**config.mk**
```make
export PLATFORM = sky130hd
export DESIGN_NAME = alureg_seq
export DESIGN_NICKNAME = d
export VERILOG_FILES = /design/src/rtl/alureg_seq.sv
export SDC_FILE = /design/constraint.sdc
export NUM_CORES = 1
export LEC_CHECK = 0
export CAP_MARGIN = 5
export CORE_MARGIN = 4
export CORE_UTILIZATION = 50
export DETAILED_ROUTE_END_ITERATION = 16
export MAX_ROUTING_LAYER = met4
export PLACE_DENSITY = 0.82
export SKIP_LAST_GASP = 1
export SYNTH_ARGS = -nofsm -noshare
export SYNTH_HDL_FRONTEND = slang
export SYNTH_SLANG_ARGS = --single-unit
```
**constraint.sdc**
```tcl
create_clock -name clk -period 4.8 [get_ports clk]
set_clock_uncertainty 0.2 [all_clocks]
set_input_delay 0.72 -clock clk [delete_from_list [all_inputs] [get_ports clk]]
set_output_delay 0.72 -clock clk [all_outputs]
set_load 0.005 [all_outputs]
```
**src/rtl/alureg_seq.sv**
```systemverilog
// alureg_seq: opcode-sequenced register file and ALU (8085 register/immediate subset).
// One opcode per handshake; temp load, operand read, ALU and write-back are sequenced here.
// Optional build macro ALUREG_SEQ_ROTATE_EN adds RLC/RRC/RAL/RAR (0x07/0x0F/0x17/0x1F).
module alureg_seq #(
    parameter int DATASIZE = 8
) (
    input  logic                clk,
    input  logic                rst,
    input  logic [7:0]          code_in,
    input  logic                code_stb,
    input  logic [DATASIZE-1:0] data_in,
    input  logic                data_stb,
    input  logic [2:0]          rd_sel,
    output logic [DATASIZE-1:0] rd_out,
    output logic [DATASIZE-1:0] acc_out,
    output logic [DATASIZE-1:0] flag_out,
    output logic                busy,
    output logic                done,
    output logic                err
);

    typedef enum logic [2:0] {ST_IDLE, ST_DECODE, ST_WAITD, ST_READ, ST_WRITE, ST_DONE} state_t;
    typedef enum logic [2:0] {K_BAD, K_MOV, K_MVI, K_ALU, K_ALUI, K_ROT} kind_t;

    // Register slots follow the rd_sel numbering: 0..5 = B..L, 6 = F, 7 = A.
    localparam int F_IDX = 6;
    localparam int A_IDX = 7;
    localparam logic [DATASIZE-1:0] F_RESET = {{(DATASIZE-2){1'b0}}, 2'b10};

    state_t              state_r;
    logic [7:0]          code_r;
    logic [DATASIZE-1:0] temp_r;
    logic [DATASIZE-1:0] res_r;
    logic [DATASIZE-1:0] flg_r;
    logic [DATASIZE-1:0] regs_r [0:7];
    logic                busy_r;
    logic                done_r;
    logic                err_r;
    kind_t               kind_s;
    logic [2*DATASIZE-1:0] eval_s;

    // Even parity flag of the full result word.
    function automatic logic even_parity(input logic [DATASIZE-1:0] v);
        return ~(^v);
    endfunction

    // ALU: returns {result, new F}. Subtracts are A + ~B + ~borrow_in, CY = borrow.
    function automatic logic [2*DATASIZE-1:0] alu_eval(input logic [2:0] op,
                                                       input logic [DATASIZE-1:0] a,
                                                       input logic [DATASIZE-1:0] b,
                                                       input logic cy);
        logic [DATASIZE:0]   sum;
        logic [4:0]          nib;
        logic [DATASIZE-1:0] res;
        logic [DATASIZE-1:0] f;
        logic                ac;
        logic                c;
        logic                cin;
        sum = '0;
        nib = 5'd0;
        res = '0;
        ac  = 1'b0;
        c   = 1'b0;
        cin = 1'b0;
        case (op)
            3'd0, 3'd1: begin
                cin = (op == 3'd1) ? cy : 1'b0;
                sum = {1'b0, a} + {1'b0, b} + {{DATASIZE{1'b0}}, cin};
                nib = {1'b0, a[3:0]} + {1'b0, b[3:0]} + {4'd0, cin};
                res = sum[DATASIZE-1:0];
                c   = sum[DATASIZE];
                ac  = nib[4];
            end
            3'd2, 3'd3, 3'd7: begin
                cin = ~((op == 3'd3) ? cy : 1'b0);
                sum = {1'b0, a} + {1'b0, ~b} + {{DATASIZE{1'b0}}, cin};
                nib = {1'b0, a[3:0]} + {1'b0, ~b[3:0]} + {4'd0, cin};
                res = sum[DATASIZE-1:0];
                c   = ~sum[DATASIZE];
                ac  = nib[4];
            end
            3'd4: begin
                res = a & b;
                ac  = 1'b1;
            end
            3'd5: res = a ^ b;
            3'd6: res = a | b;
            default: res = a;
        endcase
        f    = '0;
        f[7] = res[DATASIZE-1];
        f[6] = (res == '0);
        f[4] = ac;
        f[2] = even_parity(res);
        f[1] = 1'b1;
        f[0] = c;
        return {res, f};
    endfunction

`ifdef ALUREG_SEQ_ROTATE_EN
    // Accumulator rotates: only CY changes in F.
    function automatic logic [2*DATASIZE-1:0] rot_eval(input logic [1:0] op,
                                                       input logic [DATASIZE-1:0] a,
                                                       input logic [DATASIZE-1:0] f_in);
        logic [DATASIZE-1:0] res;
        logic [DATASIZE-1:0] f;
        logic                c;
        case (op)
            2'd0: begin res = {a[DATASIZE-2:0], a[DATASIZE-1]}; c = a[DATASIZE-1]; end
            2'd1: begin res = {a[0], a[DATASIZE-1:1]};          c = a[0];          end
            2'd2: begin res = {a[DATASIZE-2:0], f_in[0]};       c = a[DATASIZE-1]; end
            default: begin res = {f_in[0], a[DATASIZE-1:1]};    c = a[0];          end
        endcase
        f    = f_in;
        f[0] = c;
        return {res, f};
    endfunction
`endif

    // Classify the latched opcode; anything touching M or outside the subset is rejected.
    always_comb begin
        kind_s = K_BAD;
        case (code_r[7:6])
            2'b01: begin
                if (code_r[5:3] != 3'd6 && code_r[2:0] != 3'd6) kind_s = K_MOV;
                else kind_s = K_BAD;
            end
            2'b10: begin
                if (code_r[2:0] != 3'd6) kind_s = K_ALU;
                else kind_s = K_BAD;
            end
            2'b11: begin
                if (code_r[2:0] == 3'd6) kind_s = K_ALUI;
                else kind_s = K_BAD;
            end
            default: begin
                if (code_r[2:0] == 3'd6 && code_r[5:3] != 3'd6) kind_s = K_MVI;
`ifdef ALUREG_SEQ_ROTATE_EN
                else if (code_r[2:0] == 3'd7 && code_r[5] == 1'b0) kind_s = K_ROT;
`endif
                else kind_s = K_BAD;
            end
        endcase
    end

    // Result and new flags from the latched operand; moves pass temp through, F kept.
    always_comb begin
        eval_s = {temp_r, regs_r[F_IDX]};
        case (kind_s)
            K_ALU, K_ALUI: eval_s = alu_eval(code_r[5:3], regs_r[A_IDX], temp_r, regs_r[F_IDX][0]);
`ifdef ALUREG_SEQ_ROTATE_EN
            K_ROT:         eval_s = rot_eval(code_r[4:3], regs_r[A_IDX], regs_r[F_IDX]);
`endif
            default:       eval_s = {temp_r, regs_r[F_IDX]};
        endcase
    end

    // Sequencer: accept, decode, fetch operand, compute, commit, and pulse done/err.
    always_ff @(posedge clk or posedge rst) begin
        if (rst) begin
            state_r <= ST_IDLE;
            code_r  <= 8'd0;
            temp_r  <= '0;
            res_r   <= '0;
            flg_r   <= '0;
            busy_r  <= 1'b0;
            done_r  <= 1'b0;
            err_r   <= 1'b0;
            for (int i = 0; i < 8; i++) begin
                regs_r[i] <= (i == F_IDX) ? F_RESET : '0;
            end
        end else begin
            done_r <= 1'b0;
            err_r  <= 1'b0;
            case (state_r)
                ST_IDLE: begin
                    if (code_stb) begin
                        code_r  <= code_in;
                        busy_r  <= 1'b1;
                        state_r <= ST_DECODE;
                    end
                end
                ST_DECODE: begin
                    case (kind_s)
                        K_MOV, K_ALU: begin
                            temp_r  <= regs_r[code_r[2:0]];
                            state_r <= ST_READ;
                        end
                        K_MVI, K_ALUI: state_r <= ST_WAITD;
                        K_ROT:         state_r <= ST_READ;
                        default: begin
                            err_r   <= 1'b1;
                            busy_r  <= 1'b0;
                            state_r <= ST_IDLE;
                        end
                    endcase
                end
                ST_WAITD: begin
                    if (data_stb) begin
                        temp_r  <= data_in;
                        state_r <= ST_READ;
                    end
                end
                ST_READ: begin
                    res_r   <= eval_s[2*DATASIZE-1:DATASIZE];
                    flg_r   <= eval_s[DATASIZE-1:0];
                    state_r <= ST_WRITE;
                end
                ST_WRITE: begin
                    case (kind_s)
                        K_MOV, K_MVI: regs_r[code_r[5:3]] <= res_r;
                        K_ALU, K_ALUI: begin
                            if (code_r[5:3] != 3'd7) regs_r[A_IDX] <= res_r;
                            regs_r[F_IDX] <= flg_r;
                        end
                        K_ROT: begin
                            regs_r[A_IDX] <= res_r;
                            regs_r[F_IDX] <= flg_r;
                        end
                        default: ;
                    endcase
                    done_r  <= 1'b1;
                    state_r <= ST_DONE;
                end
                ST_DONE: begin
                    busy_r  <= 1'b0;
                    state_r <= ST_IDLE;
                end
                default: begin
                    busy_r  <= 1'b0;
                    state_r <= ST_IDLE;
                end
            endcase
        end
    end

    assign rd_out   = regs_r[rd_sel];
    assign acc_out  = regs_r[A_IDX];
    assign flag_out = regs_r[F_IDX];
    assign busy     = busy_r;
    assign done     = done_r;
    assign err      = err_r;

endmodule

```
# == Word level (Yosys, flattened, before mapping) ==
# Index checks and enable logic that the tools add are counted.
# classes
order_cmp,4
eq_ne,28
mul,0
muxes,36
n_div,0
add_sub_neg,8
shifts,0
bitwise,12
n_reduce_logical,25
# op_table
cell,count
$mux W8,9
$bwmux W64,1
$bmux W8 S3,2
$pmux W16 S3,1
$pmux W8 S5,1
$demux W8 S3,1
$eq A3 B3 Y1 const B,8
$add A8 B8 Y9,2
$add A9 B1 Y9,2
$eq A3 B2 Y1 const B,6
$mux W16,1
$pmux W8 S2,1
$pmux W3 S5,1
$ge A4 B4 Y1 const B,3
$not A3 Y4,3
$add A4 B4 Y5,2
$add A5 B1 Y5,2
$ne A2 B2 Y1 const B,5
$reduce_or A2 Y1,5
$eq A3 B1 Y1 const B,3
$mux W3,3
$ne A3 B3 Y1 const B,3
$pmux W3 S3,1
$reduce_and A3 Y1,3
other kinds (23),44
# word_totals
latch_bits,0
romBits,0
in_bits,23
ram_bits,0
output_inout_bits,27
ff_bits,102
wordCells,129
memories,0

# == Depth between registers and ports, before layout ==
# Gate-level depths: netlist of run 1.
# logic_depth
ltp_word,10
ltp_mapped,17
mapped_depth_nobuf,15

# == Least setup slack after synthesis of run 1 ==
# OpenSTA, ideal clock, no wires.
# synth_path
kind,reg-to-reg
start,register code_r[5]
end,register flg_r[2]
path_stages_with_launch,18
path_slack_ns,0.993
synth_period_minus_slack_ns,3.807
required_ns,4.464
t_arrival_ns,3.471
path_buffers,2
setup_time_ns,0.136
path_cell_list,dfrtp_1 > buf_2 > nor2_1 > clkbuf_1 > nand3_1 > fa_1 > fa_1 > nor2b_1 > o21a_1 > nor2_1 > a32o_1 > a221o_1 > ha_1 > xor2_1 > xnor2_1 > nor2_1 > a21oi_1 > o21ai_0
# synth_between
elab_chain_len,9
word_cells_on_any_way,29
classes_between,add/sub: 2; eq/ne: 10; mux: 8; bitwise: 2; reduce/logical: 7
# synth_rtl
item,line_no,rtl
start: declaration,31,logic [7:0] code_r;
start signal: assignment,178,code_r <= code_in;
$eq A3 B2 Y1,--,
$mux W1,75,cin = ~((op == 3'd3) ? cy : 1'b0);
$not A1 Y1,75,
$add A9 B1 Y9,76,"sum = {1'b0, a} + {1'b0, ~b} + {{DATASIZE{1'b0}}, cin};"
$pmux W8 S5,65,case (op)
$mux W8,149,case (kind_s)
$reduce_xor A8 Y1,44,return ~(^v);
$not A1 Y1,44,
$mux W16 (*),149,
end signal: assignment,206,flg_r <= eval_s[DATASIZE-1:0];
end: declaration,34,logic [DATASIZE-1:0] flg_r;
# Every way passes the cells marked *; elsewhere a longest branch is shown, timed or not. The select of a mux whose other input is x is not followed.
# A chain may end at the register's enable or synchronous reset.

# == Worst setup path in the final report of run 1 ==
# layout_path
start,register code_r[3]
end,register flg_r[2]
# Same word-level chain as after synthesis.

==> impl_metrics.yaml, run 1 <==
status:
  status: "finished clean"
place:
  dp_hpwl_um: 12400
  io_buffer_count: 49
  gp_congestion: 0.944
  place.detailed.instances: 761
yosys:
  synth-seq-area-share_pct: 38.5
  dominant_combinational_cell_family_by_area_after_synthesis: "multiplexers"
  yosys-mux-area-fraction_pct: 28.1
  adder_and_majority_gate_portion_of_the_synthesized_area_pct: 6.30
  cell_types_with_the_highest_counts_after_synthesis: "sky130_fd_sc_hd__dfrtp_1 (101), sky130_fd_sc_hd__mux2_2 (63), sky130_fd_sc_hd__nand2_1 (37)"
  mappedNetlistNets: 634
  synth_compound_area_share_pct: 10.9
  syn-mean-instance-area_sq_um: 11.4
  simple_gate_area_share_of_the_yosys_netlist_pct: 9.06
  synth.cell_area_sq_mm: 0.00663
  synth_edf_count: 0
  synth-xor-area-share_pct: 1.08
  synthTopCellsByArea: "sky130_fd_sc_hd__dfrtp_1 (38%), sky130_fd_sc_hd__mux2_2 (11%), sky130_fd_sc_hd__mux4_2 (9.5%)"
  synth_seq_cells: 102
  gate_count_after_technology_mapping: 580
  yosys_most_used_dff: "sky130_fd_sc_hd__dfrtp_1"
  cell_with_the_most_instances_after_synthesis: "sky130_fd_sc_hd__dfrtp_1"
  synth_cell_types: 62
  asyncSetResetFlopFracSynth_pct: 100
  top_cell_type_s_share_of_synthesized_area_pct: 38.1
  ys_warn_count: 0
  synth_top_cell_by_area: "sky130_fd_sc_hd__dfrtp_1"
floorplanning:
  chipHeight_um: 123
  dieWidth_um: 123
  placementRows: 41
  core_region_area_sq_mm: 0.0128
  design.die.area_sq_mm: 0.0152
  floorplan.io_pins: 50
  floorplan.initialDensity_pct: 51.7
critical_path:
  endpoint_kind: "flip-flop"
  worstRegToRegCells: 15
  critPathKind: "reg2reg"
  startpoint_type: "flip-flop"
  timing.critical_path.required_ns: 4.81
  timing.critical_path.from: "code_r[3]"
  critical_path.reg2reg.startpoint: "code_r[3]"
  critPathArrivalTime_ns: 4.15
  crit_path_max_fanout: 21
clock_network:
  cts-root-buf: "sky130_fd_sc_hd__clkbuf_16"
  cts_buffer_depth: 2
  htree_levels: 3
  numClockSinks: 102
  clk_pin_slew_worst_paths_ns: 0.08
  tritoncts: "yes"
  post_cts_resized: 0
  worst_skew_pair.late_latency_ns: 0.35
  cts.hold.buffers_added: 0
  cts_buffers: 9
  cts_post_setup_buffers_inserted: 0
timing:
  final-hold-violation-count: 0
  finalSetupViolCount: 0
  hold-worst-slack_ns: 0.298
  max_slew_margin_pct: 21.9
  layout_min_cycle_time_ns: 4.14
  slew_viol_final: 0
  max_slew.worst_pin.slew_ns: 1.17
  post-route-period-util_pct: 86.1
  fin_tns_setup_ns: 0
  max_clock_freq_mhz: 242
  grt_setup_unrepaired: "no"
drt:
  drc: 0
  detailedRoute.firstIterationViolations: 422
  drt_pass1_iterations: 5
  drt-wirelength-per-cell_um: 22.2
  viasPerCell: 6.33
  routed_wirelength_um: 17200
  vias: 4919
  postRouteAntennaNets: 0
grt:
  global_route.overflow_total: 0
  grt_pass1_wl_um: 27800
  vias_in_the_first_global_route: 5037
  globalRouteTotalUtil_pct: 24.8
  initial_antenna_violation_count: 0
  maximum_number_of_pins_on_one_net_before_global_route_repair: 42
power:
  cellLeakagePower_nw: 3.32
  pwr_density_cell_mw_per_mm2: 652
  max-vdd-ir-drop_v: 0.000341
finish:
  n_antenna_cell: 0
  utilization_pct: 58.1
  final.fill_count: 1046
  fraction_of_layout_instances_using_a_drive_strength_above_1_pct: 24.1
  nets: 654
  stdcell_count: 777
  synthToLayoutAreaGrowth_pct: 12.4
worst_hold_path:
  timing.hold.worst_path_depth: 2
  hp-class: "reg2reg"
  hp-start: "flg_r[5]"
run:
  maxCapViolations: 0
[worst paths after layout]
kind	end	slack (ns)
setup / recovery	flg_r[2]	0.66
hold / removal	flg_r[5]	0.30
setup reg to reg	flg_r[2]	0.66
hold reg to reg	flg_r[5]	0.30
max in group asynchronous	flag_out[1]	2.99
min in group asynchronous	temp_r[4]	0.55
[sequential cells by signal (all words and copies together), names as in the netlist]
register and count:
acc_out 8, busy 1, code_r 8, done 1, err 1, flag_out 8
flg_r 8, regs_r 48, res_r 8, state_r 3, temp_r 8
[layer usage]
layer,track usage (%),vias to the layer above,wire length (um)
li1,-,2146,-
met1,33.6,2528,7430
met2,37.9,213,8180
met3,5.90,32,1260
met4,6.57,0,377
met5,-,-,0
[cells in the final DEF, fill, tap and decap left out, drive strengths merged, types with 3 or more instances in the layout]
master         count
buf               10
xnor2              3
or3                3
mux2i             18
a32oi              3
nand2b             7
o22ai              7
inv               32
nand3b             3
ha                27
clkdlybuf4s50     49
xor2               3
nand3              7
clkbuf             9
dfrtp            101
a211o              3
a221o              4
o211ai             3
nor2              36
a21oi             36
nor2b              8
o21ai             24
nor3               8
nand2             38
mux4              32
o21bai             4
fa                 4
and2               3
or2                3
mux2              79
[worst max-delay path: stages, from the launching register on]
cell                       delay, ns
sky130_fd_sc_hd__dfrtp_1        0.66
sky130_fd_sc_hd__nand2_1        0.19
sky130_fd_sc_hd__nor3b_1        0.08
sky130_fd_sc_hd__fa_1           0.40
sky130_fd_sc_hd__fa_1           0.40
sky130_fd_sc_hd__o21bai_1       0.15
sky130_fd_sc_hd__a21oi_1        0.15
sky130_fd_sc_hd__o31ai_1        0.36
sky130_fd_sc_hd__xor2_1         0.11
sky130_fd_sc_hd__a221o_1        0.37
sky130_fd_sc_hd__ha_1           0.32
sky130_fd_sc_hd__xnor2_1        0.19
sky130_fd_sc_hd__xnor2_1        0.14
sky130_fd_sc_hd__nor2_1         0.05
sky130_fd_sc_hd__a21oi_1        0.13
sky130_fd_sc_hd__o21ai_0        0.09
[area by class of cell]
cell class | instances | area, sq um | area share, %
clock buffer | 9 | 225 | 3.02
clock inverter | 7 | 104 | 1.39
tap | 172 | 215 | 2.89
multi-input combinational | 399 | 3680 | 49.3
timing repair buffer | 59 | 566 | 7.59
inverter | 29 | 111 | 1.49
sequential | 102 | 2550 | 34.3
[stage by stage]
stage                     setup WS (ns)  power, mW  instance area, sq um
after floorplan                   0.993       3.32                  6630
after global placement            0.832       3.93                  7120
after detailed placement          0.739       4.00                  7120
after CTS                         0.690       4.83                  7450
after global routing              0.316       5.16                  7450
final                             0.665       4.86                  7450
[logic make-up (layout without fill, tap and decap cells)]
| family | count (synthesis) | count (layout) |
|---|---|---|
| mux | 129 | 129 |
| fa+ha+maj | 31 | 31 |
| simple gates | 122 | 122 |
| xor+xnor | 6 | 6 |
| flops | 102 | 102 |
| buf+inv | 79 | 104 |
| compound gates | 111 | 111 |
[where the power goes]
part	internal, mW	switching, mW
logic	1.22	1.37
registers	1.10	0.359
clock network	0.465	0.346
Power figures use the tool's default switching activity.
==> run 2, diff against run 1 <==
--- a/config.mk
+++ b/config.mk
@@ -9,6 +9,8 @@
 export CORE_MARGIN = 4
 export CORE_UTILIZATION = 50
 export DETAILED_ROUTE_END_ITERATION = 16
+export GPL_ROUTABILITY_DRIVEN = 1
+export GPL_TIMING_DRIVEN = 0
 export MAX_ROUTING_LAYER = met4
 export PLACE_DENSITY = 0.82
 export SKIP_LAST_GASP = 1
==> run 2 against run 1 <==
Final area up 3.1%. Sequential cell count stayed put. Total power increased by 3.0%. Highest routed layer unchanged. Hold slack worse by 0.0014 ns. Critical path depth increased by 2. Final cell count rose by 4.8%. Non-clock buffer count grew 38. Maximum frequency is 9.0% lower. Clock-buffer cell count up 1. Combinational power is 7% higher. Register-to-register slack got worse by 0.41 ns. Wire length rose by 1.8%.
==> impl_metrics.yaml, run 2 (same netlist as run 1, synthesis figures left out) <==
timing:
  postLayoutSetupSlackWorst_ns: 0.255
  final-hold-violation-count: 0
  fin_tns_setup_ns: 0
  max_clock_freq_mhz: 220
  grt_setup_unrepaired: "no"
  hold-worst-slack_ns: 0.297
  finalSetupViolCount: 0
  slew_viol_final: 0
  layout_min_cycle_time_ns: 4.54
  post-route-period-util_pct: 94.7
  max_slew.worst_pin.slew_ns: 0.887
  max_slew_margin_pct: 40.6
grt:
  maximum_number_of_pins_on_one_net_before_global_route_repair: 59
  global_route.overflow_total: 0
  vias_in_the_first_global_route: 5208
  grt_pass1_wl_um: 28500
  globalRouteTotalUtil_pct: 25.4
  initial_antenna_violation_count: 0
critical_path:
  endpoint_kind: "flip-flop"
  startpoint_type: "flip-flop"
  crit-reg2reg-capture: "flg_r[2]"
  critPathArrivalTime_ns: 4.57
  timing.critical_path.required_ns: 4.82
  critical_path.reg2reg.startpoint: "code_r[5]"
  timing.reg2reg.setup_slack_ns: 0.26
  worstRegToRegCells: 17
  critPathKind: "reg2reg"
  crit_path_max_fanout: 10
clock_network:
  worst_skew_pair.late_latency_ns: 0.36
  tritoncts: "yes"
  cts_buffers: 9
  post_cts_resized: 0
  htree_levels: 3
  cts-root-buf: "sky130_fd_sc_hd__clkbuf_16"
  cts_post_setup_buffers_inserted: 0
  cts.hold.buffers_added: 0
  clk_pin_slew_worst_paths_ns: 0.07
  cts_buffer_depth: 2
  numClockSinks: 102
finish:
  final.fill_count: 1035
  ff_latch_area_sq_mm: 0.00255
  largest_register_ffs: 48
  n_antenna_cell: 0
  multi_input_comb_area_sq_mm: 0.00368
  synthToLayoutAreaGrowth_pct: 15.9
  final_common_cell: "sky130_fd_sc_hd__dfrtp_1"
  nets: 692
  largest-register: "regs_r"
  layout.cells.most_common_list: "sky130_fd_sc_hd__dfrtp_1 (101), sky130_fd_sc_hd__mux2_2 (63), sky130_fd_sc_hd__clkdlybuf4s50_1 (46)"
  fraction_of_layout_instances_using_a_drive_strength_above_1_pct: 26.0
worst_hold_path:
  timing.hold.worst_path_depth: 2
  hp-start: "flg_r[6]"
  worstHoldEndpoint: "flg_r[6]"
  hp-class: "reg2reg"
power:
  pwr_density_cell_mw_per_mm2: 651
  power_mw: 5.01
  max-vdd-ir-drop_v: 0.000277
  cellLeakagePower_nw: 3.47
place:
  dp_hpwl_um: 13000
  detailedPlace.worstSlack_ns: 0.200
  gp_congestion: 0.890
  io_buffer_count: 46
drt:
  vias: 4962
  postRouteAntennaNets: 0
  viasPerCell: 6.10
  drt_pass1_iterations: 5
  drc: 0
  drt-wirelength-per-cell_um: 21.6
  detailedRoute.firstIterationViolations: 477
  routed_wirelength_um: 17600
floorplanning:
  chipHeight_um: 123
  floorplan.io_pins: 50
  core_region_area_sq_mm: 0.0128
  design.die.area_sq_mm: 0.0152
  dieWidth_um: 123
  placementRows: 41
  floorplan.initialDensity_pct: 51.7
status:
  status: "finished clean"
run:
  maxCapViolations: 0
run 2: power breakdown:
group | leakage, nW | switching (mW) | internal, mW | total, mW
registers | 1.37 | 0.294 | 1.10 | 1.39
clock network | 0.169 | 0.329 | 0.523 | 0.852
logic | 1.93 | 1.46 | 1.30 | 2.76
total | 3.47 | 2.09 | 2.92 | 5.01
run 2: how the worst max path moves through the flow:
| stage | start | end | slack, ns | cells past startpoint |
|---|---|---|---|---|
| 6_report | code_r[5] | flg_r[2] | 0.26 | 17 |
| 5_1_grt | code_r[5] | flg_r[2] | 0.02 | 17 |
| 4_1_cts | code_r[5] | flg_r[2] | 0.20 | 16 |
| 3_5_place_dp | code_r[5] | flg_r[2] | 0.20 | 16 |
| 3_3_place_gp | rst | code_r[5] | -0.20 | 2 |
| 2_1_floorplan | code_r[5] | flg_r[2] | 0.99 | 17 |
run 2: final cells by class:
class	count	share of cell area, %
sequential	102	33.2
tap	172	2.80
clock buffer	10	3.11
multi-input combinational	399	47.8
buffer	50	3.81
clock inverter	5	1.40
timing repair buffer	47	6.35
inverter	29	1.45
run 2: per-stage QoR:
| stage | utilization (%) | instances | instance area (sq um) |
|---|---|---|---|
| finish | 59.9 | 814 | 7680 |
| floorplan | - | 580 | 6630 |
| global route | 59.9 | 814 | 7680 |
| detailed placement | 57.2 | 799 | 7340 |
| global placement | 57.0 | 798 | 7310 |
| CTS | 59.9 | 814 | 7680 |
run 2: routing by layer:
layer	global-route usage (%)	vias to the layer above	share of wire [%]
met5	-	-	0
met4	5.67	0	2.0
met3	5.12	32	6.8
li1	-	2205	-
met2	40.0	211	48
met1	34.4	2514	43
run 2: worst max-delay path, cell delays in order, from the launching register on:
cell and delay (ns):
sky130_fd_sc_hd__dfrtp_1 0.43, sky130_fd_sc_hd__buf_2 0.20, sky130_fd_sc_hd__nor2_1 0.15, sky130_fd_sc_hd__clkbuf_1 0.47, sky130_fd_sc_hd__nand3_1 0.19, sky130_fd_sc_hd__fa_1 0.43
sky130_fd_sc_hd__fa_1 0.42, sky130_fd_sc_hd__nor2b_1 0.17, sky130_fd_sc_hd__nor2_1 0.07, sky130_fd_sc_hd__o21bai_1 0.22, sky130_fd_sc_hd__xnor2_1 0.10, sky130_fd_sc_hd__a221o_1 0.43
sky130_fd_sc_hd__ha_1 0.33, sky130_fd_sc_hd__xnor2_1 0.19, sky130_fd_sc_hd__xnor2_1 0.14, sky130_fd_sc_hd__nor2_1 0.05, sky130_fd_sc_hd__a21oi_1 0.13, sky130_fd_sc_hd__o21ai_0 0.09
